File: src/rtl/sd_pkg.sv
// Shared constants, CRC polynomials and FSM state type for the SD SPI-mode responder.
package sd_pkg;

  localparam logic [5:0]  CMD_READ    = 6'd17;
  localparam logic [5:0]  CMD_WRITE   = 6'd24;
  localparam logic [7:0]  START_TOKEN = 8'hFE;
  localparam logic [7:0]  DRESP_OK    = 8'h05;
  localparam logic [7:0]  DRESP_CRC   = 8'h0B;
  localparam logic [7:0]  R1_OK       = 8'h00;
  localparam logic [7:0]  R1_ILLEGAL  = 8'h04;

  localparam logic [6:0]  CRC7_POLY   = 7'h09;
  localparam logic [15:0] CRC16_POLY  = 16'h1021;

  typedef enum logic [3:0] {
    IDLE,
    CMD_RX,
    NCR_WAIT,
    R1_TX,
    RD_WAIT,
    RD_TX,
    WR_TOKEN,
    WR_RX,
    DRESP_TX,
    BUSY
  } sd_state_e;

endpackage

File: src/rtl/sd_serial_crc.sv
// Serial MSB-first CRC with zero init; i_clear restarts it and may coincide with i_enable
// so the first bit of a new stream is absorbed in the same cycle the old value is dropped.
module sd_serial_crc #(
  parameter int               WIDTH = 7,
  parameter logic [WIDTH-1:0] POLY  = '0
) (
  input  logic             clk,
  input  logic             rst_n,
  input  logic             i_clear,
  input  logic             i_enable,
  input  logic             i_data,
  output logic [WIDTH-1:0] o_crc
);

  logic [WIDTH-1:0] r_crc;
  logic [WIDTH-1:0] w_base;
  logic [WIDTH-1:0] w_next;
  logic             w_feedback;

  always_comb begin
    w_base     = i_clear ? '0 : r_crc;
    w_feedback = i_data ^ w_base[WIDTH-1];
    w_next     = {w_base[WIDTH-2:0], 1'b0} ^ (w_feedback ? POLY : '0);
  end

  always_ff @(posedge clk or negedge rst_n) begin
    if (!rst_n) begin
      r_crc <= '0;
    end else if (i_enable) begin
      r_crc <= w_next;
    end else if (i_clear) begin
      r_crc <= '0;
    end
  end

  assign o_crc = r_crc;

endmodule

File: src/rtl/sd_spi_responder.sv
// SD-card SPI-mode responder: accepts CMD17/CMD24 frames and serves 64-bit blocks from
// an internal register memory, with serial CRC7 command checking and CRC16 data protection.
module sd_spi_responder
  import sd_pkg::*;
#(
  parameter int DEPTH = 16,
  parameter int NCR   = 2,
  parameter int NAC   = 4,
  parameter int NBUSY = 8
) (
  input  logic clk,
  input  logic rst_n,
  input  logic MOSI,
  output logic MISO,
  output logic busy,
  output logic cmd_err,
  output logic crc_err
);

  localparam int AW = (DEPTH > 1) ? $clog2(DEPTH) : 1;

  sd_state_e   r_state;
  sd_state_e   w_nextState;

  logic [6:0]  r_cnt;
  logic [46:0] r_cmdShift;
  logic [63:0] r_dataShift;
  logic [14:0] r_crcRx;
  logic [6:0]  r_window;
  logic [7:0]  r_resp;
  logic        r_isRead;
  logic [AW-1:0] r_addr;
  logic        r_cmdErr;
  logic        r_crcErr;
  logic [63:0] r_mem [DEPTH];

  logic [47:0] w_frame;
  logic        w_frameValid;
  logic [7:0]  w_window;
  logic [15:0] w_crcRxFull;
  logic [3:0]  w_crcIdx;
  logic [6:0]  w_crc7;
  logic [15:0] w_crc16;
  logic        w_crc7Clear;
  logic        w_crc7Enable;
  logic        w_crc16Clear;
  logic        w_crc16Enable;
  logic        w_crc16Data;
  logic        w_unusedArg;

  // The current MOSI bit completes the frame, so validation happens in the same cycle as bit 0.
  assign w_frame     = {r_cmdShift, MOSI};
  assign w_window    = {r_window, MOSI};
  assign w_crcRxFull = {r_crcRx, MOSI};
  assign w_crcIdx    = 4'(r_cnt - 7'd72);
  assign w_unusedArg = ^w_frame[23:8+AW];

  assign w_frameValid = (w_frame[47] == 1'b0) && w_frame[46] &&
                        ((w_frame[45:40] == CMD_READ) || (w_frame[45:40] == CMD_WRITE)) &&
                        (w_frame[39:24] == 16'h0000) &&
                        (w_frame[7:1] == w_crc7) && w_frame[0];

  assign w_crc7Clear   = (r_state != CMD_RX);
  assign w_crc7Enable  = ((r_state == IDLE) && !MOSI) ||
                         ((r_state == CMD_RX) && (r_cnt <= 7'd39));
  assign w_crc16Clear  = !((r_state == RD_TX) || (r_state == WR_RX));
  assign w_crc16Enable = ((r_state == RD_TX) && (r_cnt >= 7'd8) && (r_cnt < 7'd72)) ||
                         ((r_state == WR_RX) && (r_cnt < 7'd64));
  assign w_crc16Data   = (r_state == RD_TX) ? r_dataShift[63] : MOSI;

  sd_serial_crc #(.WIDTH(7), .POLY(CRC7_POLY)) u_crc7 (
    .clk      (clk),
    .rst_n    (rst_n),
    .i_clear  (w_crc7Clear),
    .i_enable (w_crc7Enable),
    .i_data   (MOSI),
    .o_crc    (w_crc7)
  );

  sd_serial_crc #(.WIDTH(16), .POLY(CRC16_POLY)) u_crc16 (
    .clk      (clk),
    .rst_n    (rst_n),
    .i_clear  (w_crc16Clear),
    .i_enable (w_crc16Enable),
    .i_data   (w_crc16Data),
    .o_crc    (w_crc16)
  );

  always_ff @(posedge clk or negedge rst_n) begin
    if (!rst_n) begin
      r_state <= IDLE;
    end else begin
      r_state <= w_nextState;
    end
  end

  always_comb begin
    w_nextState = r_state;
    MISO        = 1'b1;
    busy        = (r_state != IDLE);
    case (r_state)
      IDLE: begin
        if (!MOSI) w_nextState = CMD_RX;
      end
      CMD_RX: begin
        if (r_cnt == 7'd47) w_nextState = NCR_WAIT;
      end
      NCR_WAIT: begin
        if (r_cnt == 7'(NCR - 1)) w_nextState = R1_TX;
      end
      R1_TX: begin
        MISO = r_resp[3'd7 - r_cnt[2:0]];
        if (r_cnt == 7'd7) begin
          if (r_resp != R1_OK) w_nextState = IDLE;
          else if (r_isRead)   w_nextState = RD_WAIT;
          else                 w_nextState = WR_TOKEN;
        end
      end
      RD_WAIT: begin
        if (r_cnt == 7'(NAC - 1)) w_nextState = RD_TX;
      end
      RD_TX: begin
        if (r_cnt < 7'd8)       MISO = START_TOKEN[3'd7 - r_cnt[2:0]];
        else if (r_cnt < 7'd72) MISO = r_dataShift[63];
        else                    MISO = w_crc16[4'd15 - w_crcIdx];
        if (r_cnt == 7'd87) w_nextState = IDLE;
      end
      WR_TOKEN: begin
        if (w_window == START_TOKEN) w_nextState = WR_RX;
      end
      WR_RX: begin
        if (r_cnt == 7'd79) w_nextState = DRESP_TX;
      end
      DRESP_TX: begin
        MISO = r_resp[3'd7 - r_cnt[2:0]];
        if (r_cnt == 7'd7) w_nextState = BUSY;
      end
      BUSY: begin
        MISO = 1'b0;
        if (r_cnt == 7'(NBUSY - 1)) w_nextState = IDLE;
      end
      default: begin
        w_nextState = IDLE;
      end
    endcase
  end

  // Datapath: the counter restarts on every state change (CMD_RX starts at 1, as bit 47 is already in).
  always_ff @(posedge clk or negedge rst_n) begin
    if (!rst_n) begin
      r_cnt       <= '0;
      r_cmdShift  <= '0;
      r_dataShift <= '0;
      r_crcRx     <= '0;
      r_window    <= '0;
      r_resp      <= '0;
      r_isRead    <= 1'b0;
      r_addr      <= '0;
      r_cmdErr    <= 1'b0;
      r_crcErr    <= 1'b0;
      for (int i = 0; i < DEPTH; i++) r_mem[i] <= '0;
    end else begin
      r_cmdErr <= 1'b0;
      r_crcErr <= 1'b0;

      if (w_nextState != r_state) begin
        r_cnt <= (w_nextState == CMD_RX) ? 7'd1 : 7'd0;
      end else if ((r_state != IDLE) && (r_state != WR_TOKEN)) begin
        r_cnt <= r_cnt + 7'd1;
      end

      case (r_state)
        IDLE: begin
          if (!MOSI) r_cmdShift <= {46'd0, MOSI};
        end
        CMD_RX: begin
          r_cmdShift <= {r_cmdShift[45:0], MOSI};
          if (r_cnt == 7'd47) begin
            r_resp   <= w_frameValid ? R1_OK : R1_ILLEGAL;
            r_cmdErr <= !w_frameValid;
            r_isRead <= (w_frame[45:40] == CMD_READ);
            r_addr   <= w_frame[8 +: AW];
          end
        end
        R1_TX: begin
          if (r_cnt == 7'd7) begin
            r_window <= '0;
            if (r_isRead) r_dataShift <= r_mem[r_addr];
          end
        end
        RD_TX: begin
          if ((r_cnt >= 7'd8) && (r_cnt < 7'd72)) r_dataShift <= {r_dataShift[62:0], 1'b0};
        end
        WR_TOKEN: begin
          r_window <= w_window[6:0];
        end
        WR_RX: begin
          if (r_cnt < 7'd64) r_dataShift <= {r_dataShift[62:0], MOSI};
          else               r_crcRx     <= w_crcRxFull[14:0];
          if (r_cnt == 7'd79) begin
            if (w_crcRxFull == w_crc16) begin
              r_mem[r_addr] <= r_dataShift;
              r_resp        <= DRESP_OK;
            end else begin
              r_crcErr <= 1'b1;
              r_resp   <= DRESP_CRC;
            end
          end
        end
        default: begin
        end
      endcase
    end
  end

  assign cmd_err = r_cmdErr;
  assign crc_err = r_crcErr;

endmodule

File: config.mk
export PLATFORM = sky130hd
export DESIGN_NAME = sd_spi_responder
export DESIGN_NICKNAME = d
export VERILOG_FILES = /design/src/rtl/sd_pkg.sv /design/src/rtl/sd_serial_crc.sv /design/src/rtl/sd_spi_responder.sv
export SDC_FILE = /design/constraint.sdc
export NUM_CORES = 2
export LEC_CHECK = 0
export CAP_MARGIN = 20
export CORE_MARGIN = 4
export CORE_UTILIZATION = 62
export DETAILED_ROUTE_END_ITERATION = 8
export PLACE_DENSITY = 0.77
export SETUP_SLACK_MARGIN = 0.1
export SYNTH_ARGS = -nofsm -noshare
export SYNTH_HDL_FRONTEND = slang
export SYNTH_SLANG_ARGS = --single-unit
File: constraint.sdc
create_clock -name clk -period 3.3 [get_ports clk]
set_input_delay 0.825 -clock clk [delete_from_list [all_inputs] [get_ports clk]]
set_output_delay 0.825 -clock clk [all_outputs]
set_load 0.005 [all_outputs]
==> flow_summary.json <==
{
  "outcome": "completed",
  "die_area_mm2": 0.0925,
  "design_area_mm2": 0.0609,
  "routabilityCongestion": 0.814,
  "cts-root-buf": "clkbuf_16",
  "setup_tns_ns": 0,
  "syn_nets": 3591,
  "cp-start-kind": "flip-flop",
  "rows": 108,
  "dpl.cell_count": 4622,
  "routed_wl_mm": 126,
  "fin_hold_ws_ns": 0.119,
  "hold_viol": 0,
  "final_cells": 4844,
  "ys_ff_latch": 1201,
  "rsz0062_at_grt": "true",
  "crit_chain": "mux4_2, mux2i_1, nand4b_1, nand3_1, a21oi_2, buf_2",
  "fin_nets": 3600,
  "ys.flop_type": "dfrtp_1",
  "cp.arrival_ns": 2.33,
  "cts_tree": "built",
  "grt_util_met2_pct": 45.9,
  "gr-usage-met3_pct": 4.23,
  "ant_nets": 0,
  "cpPeakStageDelay_ns": 0.56,
  "top_usage_layer": "met2",
  "grt_max_degree": 128,
  "syn_inst": 3584,
  "endpoint_kind": "primary output",
  "antenna_found_initial": 0,
  "cts_sinks": 1201,
  "cts_hold_buf": 0,
  "synth-edff-count": 0,
  "portBuffers": 6,
  "synthArstFlopShare_pct": 100,
  "htree_levels": 3,
  "clock-skew-final_ns": 0.0201,
  "ir_worst_vdd_mv": 0.452,
  "core_mm2": 0.0869,
  "clk_pin_slew_ns": 0.06,
  "path_class": "flip-flop to primary output",
  "drv_cap": 0,
  "synth_top_area_share_pct": 55.3,
  "synth-warning-count": 0,
  "grt_pass1_wl_mm": 202,
  "tightest_slew_ns": 0.826,
  "fin_ws_ns": 0.148,
  "drive_gt1_share_pct": 46.9,
  "hold_class": "input pin to async pin",
  "grt_use_met1_pct": 39.0,
  "placed_cell_area_mm2": 0.0569,
  "rr_startpoint": "r_cnt[1]",
  "start_util_pct": 62.6,
  "startpoint": "r_cnt[0]",
  "p_total_mw": 29.2,
  "first_pass_iters": 6,
  "p_per_area_mw_per_mm2": 479,
  "rr_worst_depth": 9,
  "fin_crit_ns": 3.15,
  "insertion_delay_ns": 0.71,
  "cp.depth": 6,
  "die_h_um": 304,
  "wl_per_cell_um": 26.1,
  "netlist_area_mm2": 0.0544,
  "clk_path_buf_depth": 3,
  "required_ns": 2.47,
  "drc_errors": 0,
  "grtUsageTotal_pct": 27.9,
  "setup_viol": 0,
  "cp_top_family": "multiplexers",
  "crit_path_max_fanout": 7,
  "power_leakage_nw": 29.0,
  "syn2layout_area_growth_pct": 12.0,
  "dp_worst_setup_slack_ns": -0.327,
  "final_util_pct": 70.1,
  "cp.buffers_inverters": 1,
  "grt_pass1_vias": 34500,
  "vias": 31600,
  "diodes": 0,
  "drt-initial-drc-count": 2560,
  "syn_avg_cell_area_um2": 15.2,
  "die_w_um": 304,
  "synth_area_leaders": "dfrtp_1 (55%), mux2_2 (20%), mux4_2 (13%)",
  "cp_slowest_cell": "mux4_2",
  "fmax_mhz": 317,
  "cts_buffers": 120,
  "fin_crit_sh_pct": 95.5,
  "dp_hpwl_mm": 76.8,
  "gr-total-overflow": 0,
  "vias_per_cell": 6.51,
  "slew_headroom_pct": 44.9,
  "ys_seq_area_share_pct": 55.3,
  "io_pins": 7,
  "ys_types": 60,
  "yosys.area.top_type": "dfrtp_1",
  "final_max_slew_viol_count": 0
}
[logic make-up after synthesis]
| kind of cell | share of synthesized area [%] |
|---|---|
| mux | 35.1 |
| simple gates | 4.25 |
| compound gates | 1.76 |
| xor+xnor | 0.612 |
| buf+inv | 2.89 |
| fa+ha+maj | 0.0920 |
| flops | 55.3 |
[placed cells by master, fill, tap and decap left out, types with 4 or more instances in the layout]
cell       count
mux2_1        54
clkbuf_1      31
nand4_1        6
buf_4        100
nand3b_1       5
clkinv_2      22
nor4_4        10
nand2b_1       8
nor4_1        12
clkbuf_16    121
inv_1          5
a31oi_1       64
mux4_2       324
mux2i_1       11
nand3_1       35
xor2_1        26
mux2_2       985
dfrtp_2        5
o21ai_0       45
or4_4          7
buf_12        90
nor3_1        12
nor2_1        88
dfrtp_1     1192
dfrtp_4        4
o31ai_1        4
nand2_1      284
a21oi_1       20
clkbuf_8      34
xnor2_1       12
[registers in the layout (all words and copies together) (netlist names), 3 cells and up]
signal	count
r_addr	4
r_cmdShift	47
r_cnt	7
r_crcRx	15
r_dataShift	64
r_mem	1024
r_resp	3
r_state	4
r_window	7
u_crc16.o_crc	16
u_crc7.o_crc	7
[final timing paths]
path / endpoint / slack [ns]
max reg2reg: r_mem[440] / 0.25
min: u_crc16.o_crc[9] / 0.12
min reg2reg: r_cmdShift[22] / 0.47
max in group asynchronous: r_mem[349] / 2.00
min in group clk: r_cmdShift[22] / 0.47
max: MISO / 0.15
[worst register-to-register path: cells and delay by family, from the launching register on]
kind	cells	cell delay [ns]
AND/OR/NAND/NOR	4	0.95
buffers and inverters	3	0.76
flip-flops	1	0.49
multiplexers	1	0.37
adder cells (fa/ha/maj)	1	0.36
[report_power, final]
| part | switching (mW) | leakage, nW | internal [mW] | total, mW |
|---|---|---|---|---|
| clock | 5.67 | 1.94 | 7.72 | 13.4 |
| sequential | 0.0948 | 16.6 | 14.8 | 14.9 |
| combinational | 0.593 | 10.5 | 0.307 | 0.901 |
[routing by layer]
metal	routed length (um)	up-vias	part of all wire (%)
li1	-	13200	-
met1	52800	17100	42
met2	63000	980	50
met3	6500	280	5.1
met4	4080	0	3.2
met5	0	-	0
[what timing repair did]
| action | in CTS | in global routing |
|---|---|---|
| endpoints found under the setup margin | 885 | 488 |
| resized for setup | 14 | 2 |
| setup buffers | 2 | 2 |
| pin swaps | 2 | 3 |
[synthesized netlist by cell type, types with 3 or more instances]
library cell     n
dfrtp_1       1201
mux2_2         985
mux4_2         324
nand2_1        285
clkbuf_1       167
nor2_1          89
buf_2           65
a31oi_1         64
mux2_1          54
o21ai_0         45
buf_6           37
nand3_1         35
buf_1           33
xor2_1          26
a21oi_1         21
nor4_1          13
nor3_1          12
xnor2_1         12
mux2i_1         11
nor4_4          10
buf_4            8
nand2b_1         8
or4_1            7
nand4_1          6
inv_1            5
nand3b_1         5
ha_1             4
o31ai_1          4
and2_1           3
nand4b_1         3
nor2b_1          3
o211ai_1         3
[final cells by class]
class	instances	area [um^2]
Fill cell	5425	26000
Tap cell	1155	1450
Timing Repair Buffer	197	2620
Inverter	5	18.8
Sequential cell	1201	30100
Clock buffer	186	3610
Multi-Input combinational cell	2068	22800
Clock inverter	32	290
No activity file was read; power rests on OpenSTA's default activity.
